==> src/rtl/arinc_429_tx.sv <==
// ARINC 429 word transmitter: one-entry holding register feeding an RZ bipolar line
// driver, with optional odd parity in bit 31 and a fixed null gap after every word.
module arinc_429_tx #(
    parameter int unsigned HALF_BIT_DIV = 2,
    parameter int unsigned GAP_BITS     = 4,
    parameter bit          PARITY_EN    = 1'b1
) (
    input  logic        clock,
    input  logic        reset,
    input  logic [31:0] data_in,
    input  logic        load,
    output logic        ready,
    output logic        busy,
    output logic        tx_done,
    output logic        line_A,
    output logic        line_B
);

    typedef enum logic [1:0] {
        IDLE   = 2'd0,
        BIT_HI = 2'd1,
        BIT_LO = 2'd2,
        GAP    = 2'd3
    } state_e;

    localparam logic [7:0] HALF_LAST = 8'(HALF_BIT_DIV - 1);
    localparam logic [4:0] GAP_LAST  = 5'(2 * GAP_BITS - 1);

    state_e      state_q, state_d;
    logic [7:0]  half_cnt_q, half_cnt_d;
    logic [4:0]  bit_idx_q, bit_idx_d;
    logic [31:0] shift_q, shift_d;
    logic [31:0] hold_q, hold_d;
    logic        hold_full_q, hold_full_d;
    logic        line_a_q, line_a_d;
    logic        line_b_q, line_b_d;
    logic        tx_done_q, tx_done_d;
    logic        half_last;
    logic        launch;

    // Parity is frozen into the shift register at launch, so later loads cannot disturb it.
    function automatic logic [31:0] launch_word(input logic [31:0] w);
        launch_word = w;
        if (PARITY_EN) begin
            launch_word[31] = ~^w[30:0];
        end
    endfunction

    assign half_last = (half_cnt_q == HALF_LAST);

    always_comb begin
        // NOTE: every _d signal gets a default first, so no path through the case infers a latch.
        state_d     = state_q;
        half_cnt_d  = half_cnt_q;
        bit_idx_d   = bit_idx_q;
        shift_d     = shift_q;
        hold_d      = hold_q;
        hold_full_d = hold_full_q;
        line_a_d    = 1'b0;
        line_b_d    = 1'b0;
        tx_done_d   = 1'b0;
        launch      = 1'b0;

        if (load && !hold_full_q) begin
            hold_d      = data_in;
            hold_full_d = 1'b1;
        end

        if (state_q != IDLE) begin
            half_cnt_d = half_last ? 8'd0 : half_cnt_q + 8'd1;
        end

        case (state_q)
            IDLE: begin
                launch = hold_full_q;
            end
            BIT_HI: begin
                line_a_d = shift_q[0];
                line_b_d = ~shift_q[0];
                if (half_last) begin
                    state_d = BIT_LO;
                end
            end
            BIT_LO: begin
                if (half_last) begin
                    shift_d = shift_q >> 1;
                    if (bit_idx_q == 5'd31) begin
                        state_d   = GAP;
                        bit_idx_d = 5'd0;
                    end else begin
                        state_d   = BIT_HI;
                        bit_idx_d = bit_idx_q + 5'd1;
                    end
                end
            end
            GAP: begin
                // In the gap the bit index counts null half-bits instead of data bits.
                if (half_last) begin
                    if (bit_idx_q == GAP_LAST) begin
                        tx_done_d = 1'b1;
                        bit_idx_d = 5'd0;
                        state_d   = IDLE;
                        launch    = hold_full_q;
                    end else begin
                        bit_idx_d = bit_idx_q + 5'd1;
                    end
                end
            end
            default: begin
                state_d = IDLE;
            end
        endcase

        if (launch) begin
            shift_d     = launch_word(hold_q);
            hold_full_d = 1'b0;
            bit_idx_d   = 5'd0;
            half_cnt_d  = 8'd0;
            state_d     = BIT_HI;
        end
    end

    // NOTE: state is updated with non-blocking assignments so every register samples pre-edge values.
    always_ff @(posedge clock or negedge reset) begin
        if (!reset) begin
            state_q     <= IDLE;
            half_cnt_q  <= 8'd0;
            bit_idx_q   <= 5'd0;
            shift_q     <= 32'd0;
            // NOTE: the holding register is reset too, so an aborted or pending word never resurfaces.
            hold_q      <= 32'd0;
            hold_full_q <= 1'b0;
            line_a_q    <= 1'b0;
            line_b_q    <= 1'b0;
            tx_done_q   <= 1'b0;
        end else begin
            state_q     <= state_d;
            half_cnt_q  <= half_cnt_d;
            bit_idx_q   <= bit_idx_d;
            shift_q     <= shift_d;
            hold_q      <= hold_d;
            hold_full_q <= hold_full_d;
            line_a_q    <= line_a_d;
            line_b_q    <= line_b_d;
            tx_done_q   <= tx_done_d;
        end
    end

    assign ready   = ~hold_full_q;
    assign busy    = (state_q != IDLE);
    assign tx_done = tx_done_q;
    assign line_A  = line_a_q;
    assign line_B  = line_b_q;

endmodule

==> config.mk <==
export PLATFORM = sky130hd
export DESIGN_NAME = arinc_429_tx
export DESIGN_NICKNAME = d
export VERILOG_FILES = /design/src/rtl/arinc_429_tx.sv
export SDC_FILE = /design/constraint.sdc
export NUM_CORES = 1
export LEC_CHECK = 0
export ABC_AREA = 0
export BUFFER_PORTS_ARGS = -buffer_cell sky130_fd_sc_hd__buf_2
export CAP_MARGIN = 20
export CORE_ASPECT_RATIO = 0.9
export CORE_MARGIN = 1.5
export CORE_UTILIZATION = 53
export DETAILED_ROUTE_END_ITERATION = 8
export PLACE_DENSITY = 0.76
export SETUP_SLACK_MARGIN = 0.5
export SYNTH_ARGS = -nofsm -noshare
export SYNTH_HDL_FRONTEND = slang
export SYNTH_SLANG_ARGS = --single-unit
==> constraint.sdc <==
create_clock -name clock -period 2.22 [get_ports clock]
set_input_delay 0.444 -clock clock [delete_from_list [all_inputs] [get_ports clock]]
set_output_delay 0.444 -clock clock [all_outputs]
set_load 0.05 [all_outputs]
Word-level counts from Yosys, hierarchy flattened
Index checks and enable logic that the tools add are counted.
- word-level logic and storage cells: 66
- output and inout bits: 5
- flip-flop bits (word level): 82
- bits of input ports: 35
- bitwise gates (word level): 2
- equality and inequality tests: 10
- multiplexer cells: 29
- reductions and logical operators: 14
- add/sub/neg operators: 2
- operator list (operator ; number):
    32-bit two-way mux ; 3
    31-bit XNOR reduction ; 1
    5-bit two-way mux ; 5
    8-bit two-way mux ; 3
    2-bit two-way mux ; 6
    3-bit inequality test (second input constant) ; 4
    5-bit case mux with 2 select lines ; 1
    2-bit nonzero test ; 5
    1-bit two-way mux ; 9
    8-bit by 1-bit adder with 8-bit output (second input constant) ; 1
    8-bit by 1-bit == test with 1-bit output (second input constant) ; 1
    2-bit case mux with 3 select lines ; 1
    5-bit by 1-bit adder with 5-bit output (second input constant) ; 1
    5-bit by 3-bit == test with 1-bit output (second input constant) ; 1
    5-bit == test (second input constant) ; 1
    5-bit AND reduction ; 1
    2-bit == test (second input constant) ; 2
    4-bit nonzero test ; 1
    3-bit AND reduction ; 1
    3-bit nonzero test ; 1
    2-bit by 1-bit == test with 1-bit output (second input constant) ; 1
    2-bit zero test ; 1
    1-bit inverter ; 2
    1-bit case mux with 2 select lines ; 1
    3 further kinds ; 3

Logic depth before layout (Yosys ltp)
- depth after elaboration: 6
- depth in mapped cells: 9
- mapped depth without buffers: 7

Least setup slack after synthesis
OpenSTA, ideal clock, no wires.
- kind: register to register
- start: register state_q[0]
- end: register bit_idx_q[3]
- setup time: 0.095 ns
- arrival: 2.065 ns
- stages on the path, launching flop included: 8
- clock period less this slack: 2.161 ns
- slack: 0.059 ns
- path through: dfrtp_1 -> inv_1 -> ha_1 -> inv_1 -> nor2_1 -> a21oi_4 -> or4_4 -> o31ai_1
- cells in the longest elaborated chain, start to end: 4
- elaborated cells between the ends (all ways): 10
- ends and longest elaborated chain (what ; line ; text):
    from (decl) ; 29 ; state_e state_q, state_d;
    from (signal assigned) ; 137 ; state_q <= state_d;
    2-bit == test or 2-bit zero test (tied branches) ; 73 ; case (state_q)
    1-bit case mux with 2 select lines ; 73 ;
    3-bit inequality test (no line) or 3-bit nonzero test (tied branches) ; n/a ;
    3-bit AND reduction (no line) ; n/a ;
    to (signal assigned) ; 139 ; bit_idx_q <= bit_idx_d;
    to (decl) ; 31 ; logic [4:0] bit_idx_q, bit_idx_d;
Parallel ways exist; a longest one is shown, timed or not.
A chain may end at the register's enable or synchronous reset.

Final worst setup path
- start: register half_cnt_q[1]
- end: register bit_idx_q[2]
- cells in the longest elaborated chain, start to end: 5
- elaborated cells between the ends (all ways): 8
- ends and longest elaborated chain (what ; line ; text):
    from (decl) ; 30 ; logic [7:0] half_cnt_q, half_cnt_d;
    from (signal assigned) ; 138 ; half_cnt_q <= half_cnt_d;
    8-bit by 1-bit == test with 1-bit output * ; 49 ; assign half_last = (half_cnt_q == HALF_LAST);
    1-bit two-way mux ; 98 ; if (half_last) begin
    1-bit case mux with 2 select lines ; 73 ;
    3-bit inequality test (no line) or 3-bit nonzero test (tied branches) ; n/a ;
    3-bit AND reduction (no line) ; n/a ;
Every way passes the cells marked *; elsewhere a longest branch is shown, timed or not.

==> results <==
- The actual slew at the worst max-slew pin is between 0.6 and 0.7 ns.
- The number of H-tree branching levels is 3.
- The number of buffers added on ports is 38.
- In this run the worst path has a maximum fanout of 6.
- The max-capacitance violation count is 0.
- The final critical path takes up 94.5% of the cycle.
- The number of antenna violations at the first check in global routing is 1.
- The hold violation count in the final report was 0.
- The area of all sequential standard cells is approximately 0.0021 sq mm.
- The violation count after the first detailed-routing iteration is approximately 210.
- For the finished layout, the period the worst path requires is 2.10 ns.
- Wires add up to 8.43 mm.
- The cell with the most instances after synthesis is sky130_fd_sc_hd__dfrtp_1.
- The cell type contributing the most total cell area after synthesis is sky130_fd_sc_hd__dfrtp_1.
- Once detailed placement completed, the half-perimeter wirelength came to between 4 and 5 mm.
- Among the stages of the critical path, the cell type that occurs most often is sky130_fd_sc_hd__buf_6.
- The initial utilization of the core area, before any placement, comes to 55.5%.
- For this run, the leading register cell type out of synthesis is sky130_fd_sc_hd__dfrtp_1.
- The count of nets left with antenna violations once routing finished came out at 0.
- The post-place setup slack is roughly 0.076 ns.
- Using the TritonRoute via totals, the vias-per-cell ratio works out to about 5.5.
- The row count is 29.
- The setup path with the least slack is of type flip-flop to flip-flop.
- TritonCTS built the clock tree.
- The highest routing layer actually used is met4.
- Yosys mapped the design onto 44 distinct sky130hd cell types.
- Counting flops with an async set or reset pin after synthesis yields a share of 100%.
- The share of power burned in combinational logic is about three fifths.
- Walking the worst path, the cells encountered are inv_1 -> ha_1 -> or3b_4 -> nor4_4 -> buf_4 -> buf_6 -> o21ai_4 -> buf_6 -> a32o_1.
- The fraction of synthesized cell area taken by the top area cell type is a little over half.
- The synthesized net count is approximately 420.
- The finished layout holds ~540 standard cells, fillers aside.
- The number of instances in the synthesized netlist is approximately 370.
- The number of flops mapped to enable cells by yosys is 0.
- Counting every sink on the clock net gives 82.
- Cells with a size suffix above 1 make up roughly 35% of the layout.
- The post-synthesis area per instance is between 10 and 15 sq um.
- The layout overhead on the synthesized area is 24.9%.
- The hold-fix buffer count after cts is 0.
- Measured against its own limit, the worst slew margin works out to 57.0%.
- By count the netlist is led by sky130_fd_sc_hd__dfrtp_1, sky130_fd_sc_hd__nand2_1, sky130_fd_sc_hd__nor2_1.
- The detailed router put a total of approximately 3.7 mm of wire on met1.
- The final-report max-slew violation count came to 0.
- The global-route wire length before repair is between 10 and 15 mm.
- The maximum frequency from static timing analysis is between 0.4 and 0.5 GHz.
- In the post-synthesis netlist, the biggest area contributors are sky130_fd_sc_hd__dfrtp_1, sky130_fd_sc_hd__mux2_2, sky130_fd_sc_hd__nand2_1.
- The setup-violating endpoint count in the final report is 0.
- Setup repair after global routing could not meet its margin everywhere.
- Entering global routing, the biggest net connects 52 pins.
- No sink is reached through more buffers than the 2 on the longest clock path.
- The analysis attributes to cell leakage a power of about 2.2 nW.
- The number of nets at the end of the flow is just under 500.
- The areal power density over the cells is between 1500 and 2000 mW/mm^2.
- After synthesis the netlist holds a flip-flop and latch count of between 80 and 90.
- The worst register-to-register path has a depth of 9.
- The standard cell with the maximum stage delay on the critical path is sky130_fd_sc_hd__dfrtp_1.
- For this run, design rule violations remaining after detail routing come to 0.
- The met3 routed wirelength is between 400 and 500 microns.
- The die is 84.9 microns tall.
- For the final database, setup skew stands at around 0.014 ns.
- The via count of the first global-routing pass was 2817.
- The number of buffers inserted during clock tree synthesis is 9.
- The core region is 0.00711 sq mm.
- The endpoint type of the worst setup path is a flip-flop.
- The kind of launch point of the worst setup path is a flip-flop.
- The clock slew at the register clock pins of the worst setup and hold paths is about 0.08 ns.
- The power share of the clock group is between 10 and 15%.
- The data arrival time of the critical path is between 2 and 2.5 ns.
- Before antenna repair, the detailed router went through 4 iterations.
- The worst-case IR drop observed on VDD is between 0.001 and 0.0015 V.
- The highest cell delay on the worst timing path is between 0.4 and 0.5 ns.
- The smallest setup slack after layout is around 0.12 ns.
- The total met2 wirelength after detailed routing is slightly above 4 mm.
- The utilization after layout is between 60 and 70%.
- The clock latency at the later pin of the worst-skew pair is ~0.36 ns.
- The congestion estimate from routability-driven global placement came to around 0.8.
- Per report_power, the sequential group accounts for between 30% and 40% of the total.
- The tree is rooted in a sky130_fd_sc_hd__clkbuf_8.
- The total grt overflow is 0.
- For this design the total switching power over the nets is 3.39 mW.
- The run finished with clean final reports.
- In this run the horizontal extent of the chip is roughly 94 microns.
- The detailed router placed between 2000 and 3000 vias in this run.
- Dividing the detail-routed wire length by the instance count gives roughly 16 microns.
- In this run the cell area of the synthesized design comes to about 0.0039 sq mm.
- The number of placed instances, taps included, is 497.
- During I/O placement, the number of pins put on the boundary was 40.
- The multi-input combinational cells in the finished layout cover a total of around 0.0019 sq mm.
- The sequential-to-total area share from yosys stat is between 50% and 60%.
- Global routing used between 20% and 30% of the available tracks.
- Yosys printed 0 warnings.
- After filler insertion, the fill cell instance count of the layout stands at around 530.
- The internal power component is around 5.5 mW.
- The worst endpoint required time is around 2.5 ns.
- The tightest min-delay check is of the input pin to asynchronous set/reset pin type.
- In this run switching power makes up between 30% and 40% of total power.
- The floorplan step defined a die boundary enclosing about 0.008 sq mm.
power by group through the flow:
stage	sequential [mW]	clock [mW]	combinational (mW)
6_report	2.72	0.996	5.16
5_1_grt	2.81	1.07	5.58
4_1_cts	2.69	1.01	4.69
3_5_place_dp	2.73	0	4.20
3_3_place_gp	2.68	0	4.10
2_1_floorplan	2.62	0	3.54
routing by layer:
layer | vias to the layer above | GRT usage [%]
li1 | 1416 | -
met1 | 1447 | 31.4
met2 | 100 | 34.0
met3 | 13 | 4.12
met4 | 0 | 8.55
met5 | - | 0
critical path: cells and delay by family, from the launching register on:
kind | cells | cell delay [ns]
simple gates | 2 | 0.59
buf+inv | 4 | 0.55
flops | 1 | 0.44
compound gates | 2 | 0.29
fa+ha+maj | 1 | 0.13
worst paths after layout:
kind	startpoint	end	slack, ns
min in group clock	data_in[8]	hold_q[8]$_DFFE_PN0P_	0.31
min	reset	hold_q[29]$_DFFE_PN0P_	0.12
max	half_cnt_q[1]$_DFFE_PN0P_	bit_idx_q[2]$_DFFE_PN0P_	0.12
max reg2reg	half_cnt_q[1]$_DFFE_PN0P_	bit_idx_q[2]$_DFFE_PN0P_	0.12
min reg2reg	shift_q[0]$_DFFE_PN0P_	line_B$_DFF_PN0_	0.44
max in group asynchronous	reset	shift_q[21]$_DFFE_PN0P_	1.51
final cells by class:
class | count | share of cell area [%]
Antenna cell | 1 | 0.0508
Multi-Input combinational cell | 267 | 38.5
Inverter | 7 | 0.660
Clock inverter | 6 | 0.838
Clock buffer | 10 | 2.79
Timing Repair Buffer | 76 | 13.1
Tap cell | 93 | 2.36
Sequential cell | 82 | 41.7
kinds of logic after synthesis:
| group | count (synthesis) | share of synthesized area (%) |
|---|---|---|
| simple gates | 146 | 16.8 |
| flops | 82 | 52.0 |
| compound gates | 50 | 8.40 |
| mux | 32 | 9.10 |
| xor+xnor | 31 | 8.28 |
| buf+inv | 24 | 2.85 |
| fa+ha+maj | 8 | 2.54 |
through the flow:
step	hold slack (ns)	total power, mW	area, sq um	TNS, ns
finish	0.118	8.88	4930	0
global route	0.160	9.46	4920	-0.00209
CTS	0.135	8.39	4740	0
detailed placement	0.431	6.93	4320	0
global placement	0.431	6.78	4320	0
floorplan	0.148	6.15	4010	0
cell usage in the layout (no fill, tap or decap), drive strengths merged, types with 2 or more instances in the layout:
cell,netlist,routed
buf,10,75
nor4b,2,2
a21oi,3,3
clkbuf,7,11
xnor3,4,4
xnor2,22,22
clkinv,0,2
o21ai,6,6
nor4,2,2
and3,2,2
inv,7,7
and4,2,2
nor2,46,46
dfrtp,82,82
nor2b,2,2
nand2,76,76
mux2,31,31
xor2,5,5
o31ai,3,3
a31oi,31,31
or4,2,2
clkinvlp,0,4
ha,8,8
nand3,4,4
timing repair:
| item | in CTS | in global routing |
|---|---|---|
| gates resized for setup | 23 | 23 |
| gates cloned | 5 | 1 |
| setup endpoints to repair | 44 | 47 |
| pin swaps | 7 | 14 |
| setup buffers | 12 | 10 |
registers in the layout, summed over array words and instances, names as in the netlist:
name / flops
shift_q: 32
hold_q: 31
half_cnt_q: 8
bit_idx_q: 5
state_q: 2
hold_full_q: 1
line_A: 1
line_B: 1
tx_done: 1
(Power assumes the default switching activity.)
